### src/rtl/seq_adder_nbit_pkg.sv
// Shared definitions for the digit-serial adder/subtractor: FSM states and
// operation-mode constants.
package seq_adder_nbit_pkg;

  typedef enum logic {
    ST_IDLE = 1'b0,
    ST_RUN  = 1'b1
  } state_t;

  localparam logic MODE_ADD = 1'b0;
  localparam logic MODE_SUB = 1'b1;

  function automatic logic is_sub(input logic mode);
    return mode == MODE_SUB;
  endfunction

endpackage

### src/rtl/seq_adder_nbit_digit_adder.sv
// DIGIT-bit ripple-carry slice; also exposes the carry into its MSB so the
// caller can form the two's-complement overflow flag.
module digit_adder #(
  parameter int DIGIT = 8
) (
  input  logic [DIGIT-1:0] a,
  input  logic [DIGIT-1:0] b,
  input  logic             cin,
  output logic [DIGIT-1:0] sum,
  output logic             cout,
  output logic             cmsb
);

  logic [DIGIT:0] c;

  always_comb begin
    c    = '0;
    sum  = '0;
    c[0] = cin;
    for (int unsigned i = 0; i < DIGIT; i++) begin
      sum[i]   = a[i] ^ b[i] ^ c[i];
      c[i+1]   = (a[i] & b[i]) | (c[i] & (a[i] ^ b[i]));
    end
  end

  assign cout = c[DIGIT];
  assign cmsb = c[DIGIT-1];

endmodule

### src/rtl/seq_adder_nbit.sv
// Digit-serial WIDTH-bit adder/subtractor: one shared DIGIT-bit slice walks
// the operands LSB digit first, with a carry register between cycles.
module seq_adder_nbit
  import seq_adder_nbit_pkg::*;
#(
  parameter int WIDTH = 32,
  parameter int DIGIT = 8
) (
  input  logic             clk,
  input  logic             reset,
  input  logic             start,
  input  logic             mode,
  input  logic [WIDTH-1:0] num1,
  input  logic [WIDTH-1:0] num2,
  input  logic             cin,
  output logic             busy,
  output logic             done,
  output logic [WIDTH-1:0] sum,
  output logic             cout,
  output logic             ovf
);

  localparam int NDIG = WIDTH / DIGIT;
  localparam int CW   = (NDIG > 1) ? $clog2(NDIG) : 1;
  localparam logic [CW-1:0] LAST = CW'(NDIG - 1);

  state_t           state_q, state_d;
  logic [WIDTH-1:0] a_q, b_q, sum_q;
  logic [CW-1:0]    count_q;
  logic             carry_q, cout_q, ovf_q, done_q;
  logic             load, step, last;

  logic [DIGIT-1:0] a_dig, b_dig, d_sum;
  logic             d_cout, d_cmsb;

  always_comb begin
    state_d = state_q;
    load    = 1'b0;
    step    = 1'b0;
    last    = 1'b0;
    case (state_q)
      ST_IDLE: begin
        if (start) begin
          state_d = ST_RUN;
          load    = 1'b1;
        end
      end
      ST_RUN: begin
        step = 1'b1;
        if (count_q == LAST) begin
          state_d = ST_IDLE;
          last    = 1'b1;
        end
      end
      default: state_d = ST_IDLE;
    endcase
  end

  assign a_dig = a_q[int'(count_q) * DIGIT +: DIGIT];
  assign b_dig = b_q[int'(count_q) * DIGIT +: DIGIT];

  digit_adder #(.DIGIT(DIGIT)) u_slice (
    .a    (a_dig),
    .b    (b_dig),
    .cin  (carry_q),
    .sum  (d_sum),
    .cout (d_cout),
    .cmsb (d_cmsb)
  );

  // Subtraction is A + ~B + 1: invert B once at load and seed the carry with 1.
  always_ff @(posedge clk) begin
    if (reset) begin
      state_q <= ST_IDLE;
      a_q     <= '0;
      b_q     <= '0;
      sum_q   <= '0;
      count_q <= '0;
      carry_q <= 1'b0;
      cout_q  <= 1'b0;
      ovf_q   <= 1'b0;
      done_q  <= 1'b0;
    end else begin
      state_q <= state_d;
      done_q  <= last;
      if (load) begin
        a_q     <= num1;
        b_q     <= is_sub(mode) ? ~num2 : num2;
        carry_q <= (mode == MODE_ADD) ? cin : 1'b1;
        count_q <= '0;
      end
      if (step) begin
        sum_q[int'(count_q) * DIGIT +: DIGIT] <= d_sum;
        carry_q <= d_cout;
        count_q <= last ? '0 : count_q + CW'(1);
      end
      if (last) begin
        cout_q <= d_cout;
        ovf_q  <= d_cmsb ^ d_cout;
      end
    end
  end

  assign busy = (state_q == ST_RUN);
  assign done = done_q;
  assign sum  = sum_q;
  assign cout = cout_q;
  assign ovf  = ovf_q;

endmodule
### config.mk
export PLATFORM = sky130hd
export DESIGN_NAME = seq_adder_nbit
export DESIGN_NICKNAME = d
export VERILOG_FILES = /design/src/rtl/seq_adder_nbit_pkg.sv /design/src/rtl/seq_adder_nbit_digit_adder.sv /design/src/rtl/seq_adder_nbit.sv
export SDC_FILE = /design/constraint.sdc
export NUM_CORES = 1
export LEC_CHECK = 0
export CAP_MARGIN = 20
export CORE_UTILIZATION = 50
export DETAILED_ROUTE_END_ITERATION = 10
export PLACE_DENSITY = 0.8
export SYNTH_ARGS = -nofsm -noshare
export SYNTH_HDL_FRONTEND = slang
export SYNTH_HIERARCHICAL = 1
export SYNTH_SLANG_ARGS = --single-unit
### constraint.sdc
create_clock -name clk -period 6.3 [get_ports clk]
set_input_delay 0.945 -clock clk [delete_from_list [all_inputs] [get_ports clk]]
set_output_delay 0.945 -clock clk [all_outputs]
set_load 0.02 [all_outputs]
==> flow_metrics.env, run 1 <==
export IMPL_viasPerCell=5.52
export IMPL_antenna_cells=0
export IMPL_cts_resized=0
export IMPL_grt_usage_pct=23.7
export IMPL_path_common_cell="fa_1"
export IMPL_rsz0062_at_grt="false"
export IMPL_tightest_slew_ns=0.982
export IMPL_fin_crit_sh_pct=78.0
export IMPL_h_tree_depth=3
export IMPL_yosys_area_top_type="dfxtp_1"
export IMPL_crit_path_start="count_q[0]$_SDFFE_PP0P_"
export IMPL_clk_latency_ns=0.36
export IMPL_stdcell_count=652
export IMPL_powerDensity_nw_per_um2=237
export IMPL_p_leak_uw=0.00204
export IMPL_cp_end_kind="flip-flop"
export IMPL_critical_path_max_stage_delay_ns=0.80
export IMPL_drive_gt1_share_pct=7.50
export IMPL_whs_ns=0.456
export IMPL_numPortBuffers=104
export IMPL_hold_depth=2
export IMPL_skew_ns=0.00978
export IMPL_finalMaxSlewViolations=0
export IMPL_final_hold_violation_count=0
export IMPL_drt_wl_total_mm=10.3
export IMPL_grt_max_degree=68
export IMPL_hold_class="reg -> reg"
export IMPL_finalSetupViolations=0
export IMPL_status="completed"
export IMPL_netlist_top_cells_area="dfxtp_1 47%, mux4_2 8.2%, a21oi_1 7.9%"
export IMPL_cp_start_kind="flip-flop"
export IMPL_cts_hold_buf=0
export IMPL_maxCapViolations=0
export IMPL_nets=624
export IMPL_clockBufferDepth=2
export IMPL_slew_headroom_pct=34.5
export IMPL_num_vias=3600
export IMPL_num_rows=33
export IMPL_period_minus_slack_ns=4.92
export IMPL_overflow=0
export IMPL_cts_sinks=103
export IMPL_synth_seq_cells=103
export IMPL_worstPathCellList="mux4_2 > fa_1 > inv_1 > fa_1 > inv_1 > fa_1 > fa_1 > fa_1 > fa_1 > inv_1 > fa_1 > inv_1 > fa_1 > nand2_1 > o21ai_0"
export IMPL_power_uw=1350
export IMPL_critPathArrivalTime_ns=5.20
export IMPL_cts_buffers=9
export IMPL_rr_endpoint="sum[7]$_SDFFE_PP0P_"
export IMPL_reg2reg_from="count_q[0]$_SDFFE_PP0P_"
export IMPL_grt_first_pass_wirelength_mm=16.2
export IMPL_drtIter0Drc=215
export IMPL_max_freq_mhz=203
export IMPL_tritoncts="yes"
export IMPL_syn_to_final_growth_pct=28.8
export IMPL_required_ns=6.59
export IMPL_cts_root_buf="clkbuf_8"
export IMPL_post_synth_num_cell_types=34
export IMPL_antenna_found_initial=0
export IMPL_syn_avg_cell_area_um2=9.67
export IMPL_post_route_drc_count=0
export IMPL_ant_nets=0
export IMPL_cp_slowest_cell="dfxtp_1"
export IMPL_start_util_pct=52.6
export IMPL_place_detailed_instances=635
export IMPL_r2r_slack_ns=1.38
export IMPL_crit_fanout=12
export IMPL_syn_area_um2=4410
export IMPL_setup_tns_final_ns=0
export IMPL_dp_hpwl_mm=7.55
export IMPL_die_h_um=95.9
export IMPL_fin_util_pct=67.8
export IMPL_post_drt_wl_per_cell_um=15.9
export IMPL_grt_pass1_vias=3406
export IMPL_dieArea_um2=9200
export IMPL_synthCells=456
export IMPL_synth_top_area_share_pct=46.8
export IMPL_fp_dieW_um=95.9
export IMPL_path_clk_slew_ns=0.09
export IMPL_yosysSeqAreaShare_pct=46.8
export IMPL_pin_count=105
export IMPL_crit_path_end="sum[7]$_SDFFE_PP0P_"
export IMPL_dr_pass1_iters=5
export IMPL_yosys_warnings=6
export IMPL_core_um2=8380
export IMPL_synth_nets=538
export IMPL_r2r_cells=15
export IMPL_criticalPathCategory="reg -> reg"
export IMPL_ir_worst_vdd_uv=117
export IMPL_routabilityCongestion=0.805
export IMPL_postCtsSetupBuffers=0
==> routing by layer <==
| metal | up-vias | routed length, µm | track usage (%) |
|---|---|---|---|
| met5 | - | 0 | 0 |
| met4 | 0 | 205 | 9.70 |
| met3 | 14 | 586 | 4.82 |
| met2 | 129 | 4940 | 38.3 |
| met1 | 1711 | 4610 | 31.3 |
| li1 | 1746 | - | - |
==> sequential cells by signal (all words and copies together), names as in the netlist <==
| signal | cells |
|---|---|
| b_q | 32 |
| ovf | 1 |
| sum | 32 |
| done | 1 |
| cout | 1 |
| a_q | 32 |
| carry_q | 1 |
| count_q | 2 |
| busy | 1 |
==> layout by cell type (no fill, tap or decap), types with 2 or more instances in the layout <==
cell type	count
a21oi_1	70
a22o_1	16
a32o_1	6
buf_4	3
clkbuf_8	11
clkdlybuf4s50_1	103
clkinvlp_4	2
dfxtp_1	103
fa_1	8
ha_1	5
inv_1	12
mux4_2	16
nand2_1	85
nand2b_1	2
nor2_1	4
nor2b_1	3
o21ai_0	38
o21ai_1	6
or3_1	3
xnor2_1	32
==> worst min path at each step <==
stage                          from                   end
6_report       a_q[16]$_SDFFE_PP0P_  a_q[16]$_SDFFE_PP0P_
5_1_grt         sum[9]$_SDFFE_PP0P_   sum[9]$_SDFFE_PP0P_
4_1_cts        a_q[16]$_SDFFE_PP0P_  a_q[16]$_SDFFE_PP0P_
3_5_place_dp    sum[3]$_SDFFE_PP0P_   sum[3]$_SDFFE_PP0P_
3_3_place_gp    a_q[4]$_SDFFE_PP0P_   a_q[4]$_SDFFE_PP0P_
2_1_floorplan  a_q[16]$_SDFFE_PP0P_  a_q[16]$_SDFFE_PP0P_
==> area by class of cell <==
cell class	instances	area [µm²]
tap	105	131
multi-input combinational	307	2160
fill	661	2700
clock buffer	12	155
clock inverter	4	53.8
inverter	13	48.8
sequential	103	2060
timing repair buffer	108	1070
==> synthesized netlist by cell type, drive strengths merged <==
library cell	instances
a21oi	70
a22o	16
a32o	6
and3b	1
buf	18
clkbuf	15
dfxtp	103
fa	8
ha	5
inv	13
mux2i	1
mux4	16
nand2	85
nand2b	2
nand3	1
nand3b	1
nand4bb	1
nor2	4
nor2b	4
nor3	1
nor3b	1
nor4	1
nor4b	2
o21ai	44
or3	3
or4b	1
xnor2	32
xor2	1
==> critical path: cells and delay by family, from the launching register on <==
family / cells / cell delay, ns
buffers and inverters: 4 / 0.28
multiplexers: 1 / 0.61
adder cells (fa/ha/maj): 8 / 2.87
AND/OR/NAND/NOR: 1 / 0.08
AO/OA/AOI/OAI: 1 / 0.19
flip-flops: 1 / 0.80
==> stage by stage <==
stage                     worst slack [ns]  instance area [µm²]
after CTS                             1.38                 5670
after global placement                1.51                 5460
after floorplan                       1.70                 4410
final                                 1.38                 5680
after global routing                  1.06                 5680
after detailed placement              1.40                 5460
==> power by group <==
| part | leakage, µW | total [µW] | internal (µW) | switching [µW] |
|---|---|---|---|---|
| clock network | 0.0000988 | 424 | 206 | 217 |
| logic | 0.00110 | 216 | 108 | 108 |
| registers | 0.000843 | 708 | 684 | 23.4 |
==> logic make-up after synthesis <==
group	share of synthesized area, %
and+or+nand+nor	11.2
buffers and inverters	4.54
AOI/OAI and AO/OA	17.5
muxes	8.40
adders and majority gates	5.05
DFF	46.8
xor gates and xnor gates	6.55
Power figures use the tool's default switching activity.
==> inputs of run 2 (changes only) <==
==> constraint.sdc (replaced) <==
create_clock -name clk -period 4.7 [get_ports clk]
set_input_delay 0.705 -clock clk [delete_from_list [all_inputs] [get_ports clk]]
set_output_delay 0.705 -clock clk [all_outputs]
set_load 0.02 [all_outputs]
==> run 2 against run 1 <==
- largest power group unchanged
- wire length shrank 3.1%
- design area shrank 0.24%
- first-iteration DRC count grew 4.7%
- worst hold slack lost 0.0026 ns
- maximum frequency grew 11%
- die area is the same
- critical endpoint unchanged
- total power grew 28%
- combinational power grew 35%
- largest cell class unchanged
- sequential share of layout area grew 0.088 points
==> flow_metrics.env, run 2 (same netlist as run 1, synthesis figures left out) <==
export IMPL_nets=627
export IMPL_fin_crit_sh_pct=94.3
export IMPL_antenna_found_initial=0
export IMPL_cts_sinks=103
export IMPL_required_ns=4.98
export IMPL_post_drt_wl_per_cell_um=15.3
export IMPL_dr_pass1_iters=5
export IMPL_drtIter0Drc=225
export IMPL_routabilityCongestion=0.791
export IMPL_pin_count=105
export IMPL_slew_headroom_pct=37.9
export IMPL_postCtsSetupBuffers=0
export IMPL_status="completed"
export IMPL_grt_pass1_vias=3334
export IMPL_start_util_pct=52.6
export IMPL_num_vias=3539
export IMPL_min_to="sum[8]$_SDFFE_PP0P_"
export IMPL_p_leak_uw=0.00204
export IMPL_die_h_um=95.9
export IMPL_antenna_cells=0
export IMPL_tritoncts="yes"
export IMPL_syn_to_final_growth_pct=28.5
export IMPL_rr_endpoint="sum[7]$_SDFFE_PP0P_"
export IMPL_cp_end_kind="flip-flop"
export IMPL_r2r_cells=15
export IMPL_maxCapViolations=0
export IMPL_r2r_slack_ns=0.27
export IMPL_critPathArrivalTime_ns=4.72
export IMPL_cp_start_kind="flip-flop"
export IMPL_core_um2=8380
export IMPL_viasPerCell=5.41
export IMPL_grt_first_pass_wirelength_mm=16.0
export IMPL_cts_root_buf="clkbuf_8"
export IMPL_crit_fanout=4
export IMPL_tightest_slew_ns=0.931
export IMPL_numPortBuffers=104
export IMPL_path_clk_slew_ns=0.09
export IMPL_period_minus_slack_ns=4.43
export IMPL_skew_ns=0.0119
export IMPL_ir_worst_vdd_uv=168
export IMPL_h_tree_depth=3
export IMPL_fin_util_pct=67.6
export IMPL_rsz0062_at_grt="false"
export IMPL_criticalPathCategory="reg -> reg"
export IMPL_hold_class="reg -> reg"
export IMPL_hold_depth=2
export IMPL_drt_wl_total_mm=10.0
export IMPL_final_hold_violation_count=0
export IMPL_cts_resized=0
export IMPL_grt_max_degree=97
export IMPL_finalMaxSlewViolations=0
export IMPL_drive_gt1_share_pct=8.01
export IMPL_cts_hold_buf=0
export IMPL_dp_hpwl_mm=7.50
export IMPL_grt_usage_pct=22.9
export IMPL_finalSetupViolations=0
export IMPL_clk_latency_ns=0.36
export IMPL_clockBufferDepth=2
export IMPL_hold_start="sum[8]$_SDFFE_PP0P_"
export IMPL_num_rows=33
export IMPL_setup_tns_final_ns=0
export IMPL_ant_nets=0
export IMPL_reg2reg_from="count_q[0]$_SDFFE_PP0P_"
export IMPL_overflow=0
export IMPL_dieArea_um2=9200
export IMPL_whs_ns=0.454
export IMPL_powerDensity_nw_per_um2=305
export IMPL_fp_dieW_um=95.9
export IMPL_cts_buffers=9
export IMPL_post_route_drc_count=0
export IMPL_max_freq_mhz=226
export IMPL_n_fill_cell=663
export IMPL_final_cell_mix="103 x dfxtp_1, 103 x clkdlybuf4s50_1, 85 x nand2_1"
-- run 2: changes by cell type in the layout (fill, tap and decap cells not counted) --
cell,delta
bufinv_16,-1
clkbuf_1,-1
buf_4,+3
clkinvlp_4,+1
clkbuf_8,-2
clkinv_4,+2
-- run 2: how the worst max path moves through the flow --
stage,cells past startpoint,to,start,slack (ns)
floorplan,16,ovf$_SDFFE_PP0P_,count_q[0]$_SDFFE_PP0P_,0.10
global placement,15,ovf$_SDFFE_PP0P_,count_q[0]$_SDFFE_PP0P_,0.36
detailed placement,15,sum[7]$_SDFFE_PP0P_,count_q[0]$_SDFFE_PP0P_,0.31
CTS,15,sum[7]$_SDFFE_PP0P_,count_q[0]$_SDFFE_PP0P_,0.29
global route,15,sum[7]$_SDFFE_PP0P_,count_q[0]$_SDFFE_PP0P_,0.05
finish,15,sum[7]$_SDFFE_PP0P_,count_q[0]$_SDFFE_PP0P_,0.27
-- run 2: per-layer routing --
layer  part of all wire (%)  routed length (µm)  vias to the layer above  global-route usage, %
met2                     45                4550                      127                   34.8
met3                    6.0                 603                       12                   4.98
met5                      0                   0                        -                      0
met4                    1.6                 157                        0                   6.97
met1                     47                4710                     1648                   32.8
li1                       -                   -                     1752                      -
-- run 2: area by class of cell --
cell class	instances	area (µm²)	area share [%]
clock buffer	9	124	2.19
timing repair buffer	111	1100	19.3
sequential	103	2060	36.4
clock inverter	6	48.8	0.861
multi-input combinational	307	2160	38.0
tap	105	131	2.32
inverter	13	48.8	0.861
-- run 2: power by group --
group | total [µW] | leakage [µW] | switching, µW | internal, µW
Sequential | 945 | 0.000843 | 27.9 | 917
Clock | 492 | 0.0000775 | 300 | 192
Combinational | 292 | 0.00112 | 146 | 146
-- run 2: stage by stage --
stage / std cells / total power (µW) / setup slack (ns) / instance area (µm²)
global placement: 638 / 1240 / 0.363 / 5480
global route: 654 / 1800 / 0.0496 / 5670
detailed placement: 638 / 1250 / 0.312 / 5480
finish: 654 / 1730 / 0.267 / 5670
CTS: 653 / 1730 / 0.294 / 5650
floorplan: 456 / 1140 / 0.103 / 4410
-- run 2: worst max-delay path, stage by stage, from the launching register on --
cell and delay [ns]:
dfxtp_1 0.42, mux4_2 0.54, fa_1 0.42, inv_1 0.08, fa_1 0.16, inv_1 0.05, fa_1 0.38, fa_1 0.39
fa_1 0.40, fa_1 0.40, inv_1 0.09, fa_1 0.16, inv_1 0.06, fa_1 0.54, nand2_1 0.08, o21ai_0 0.18
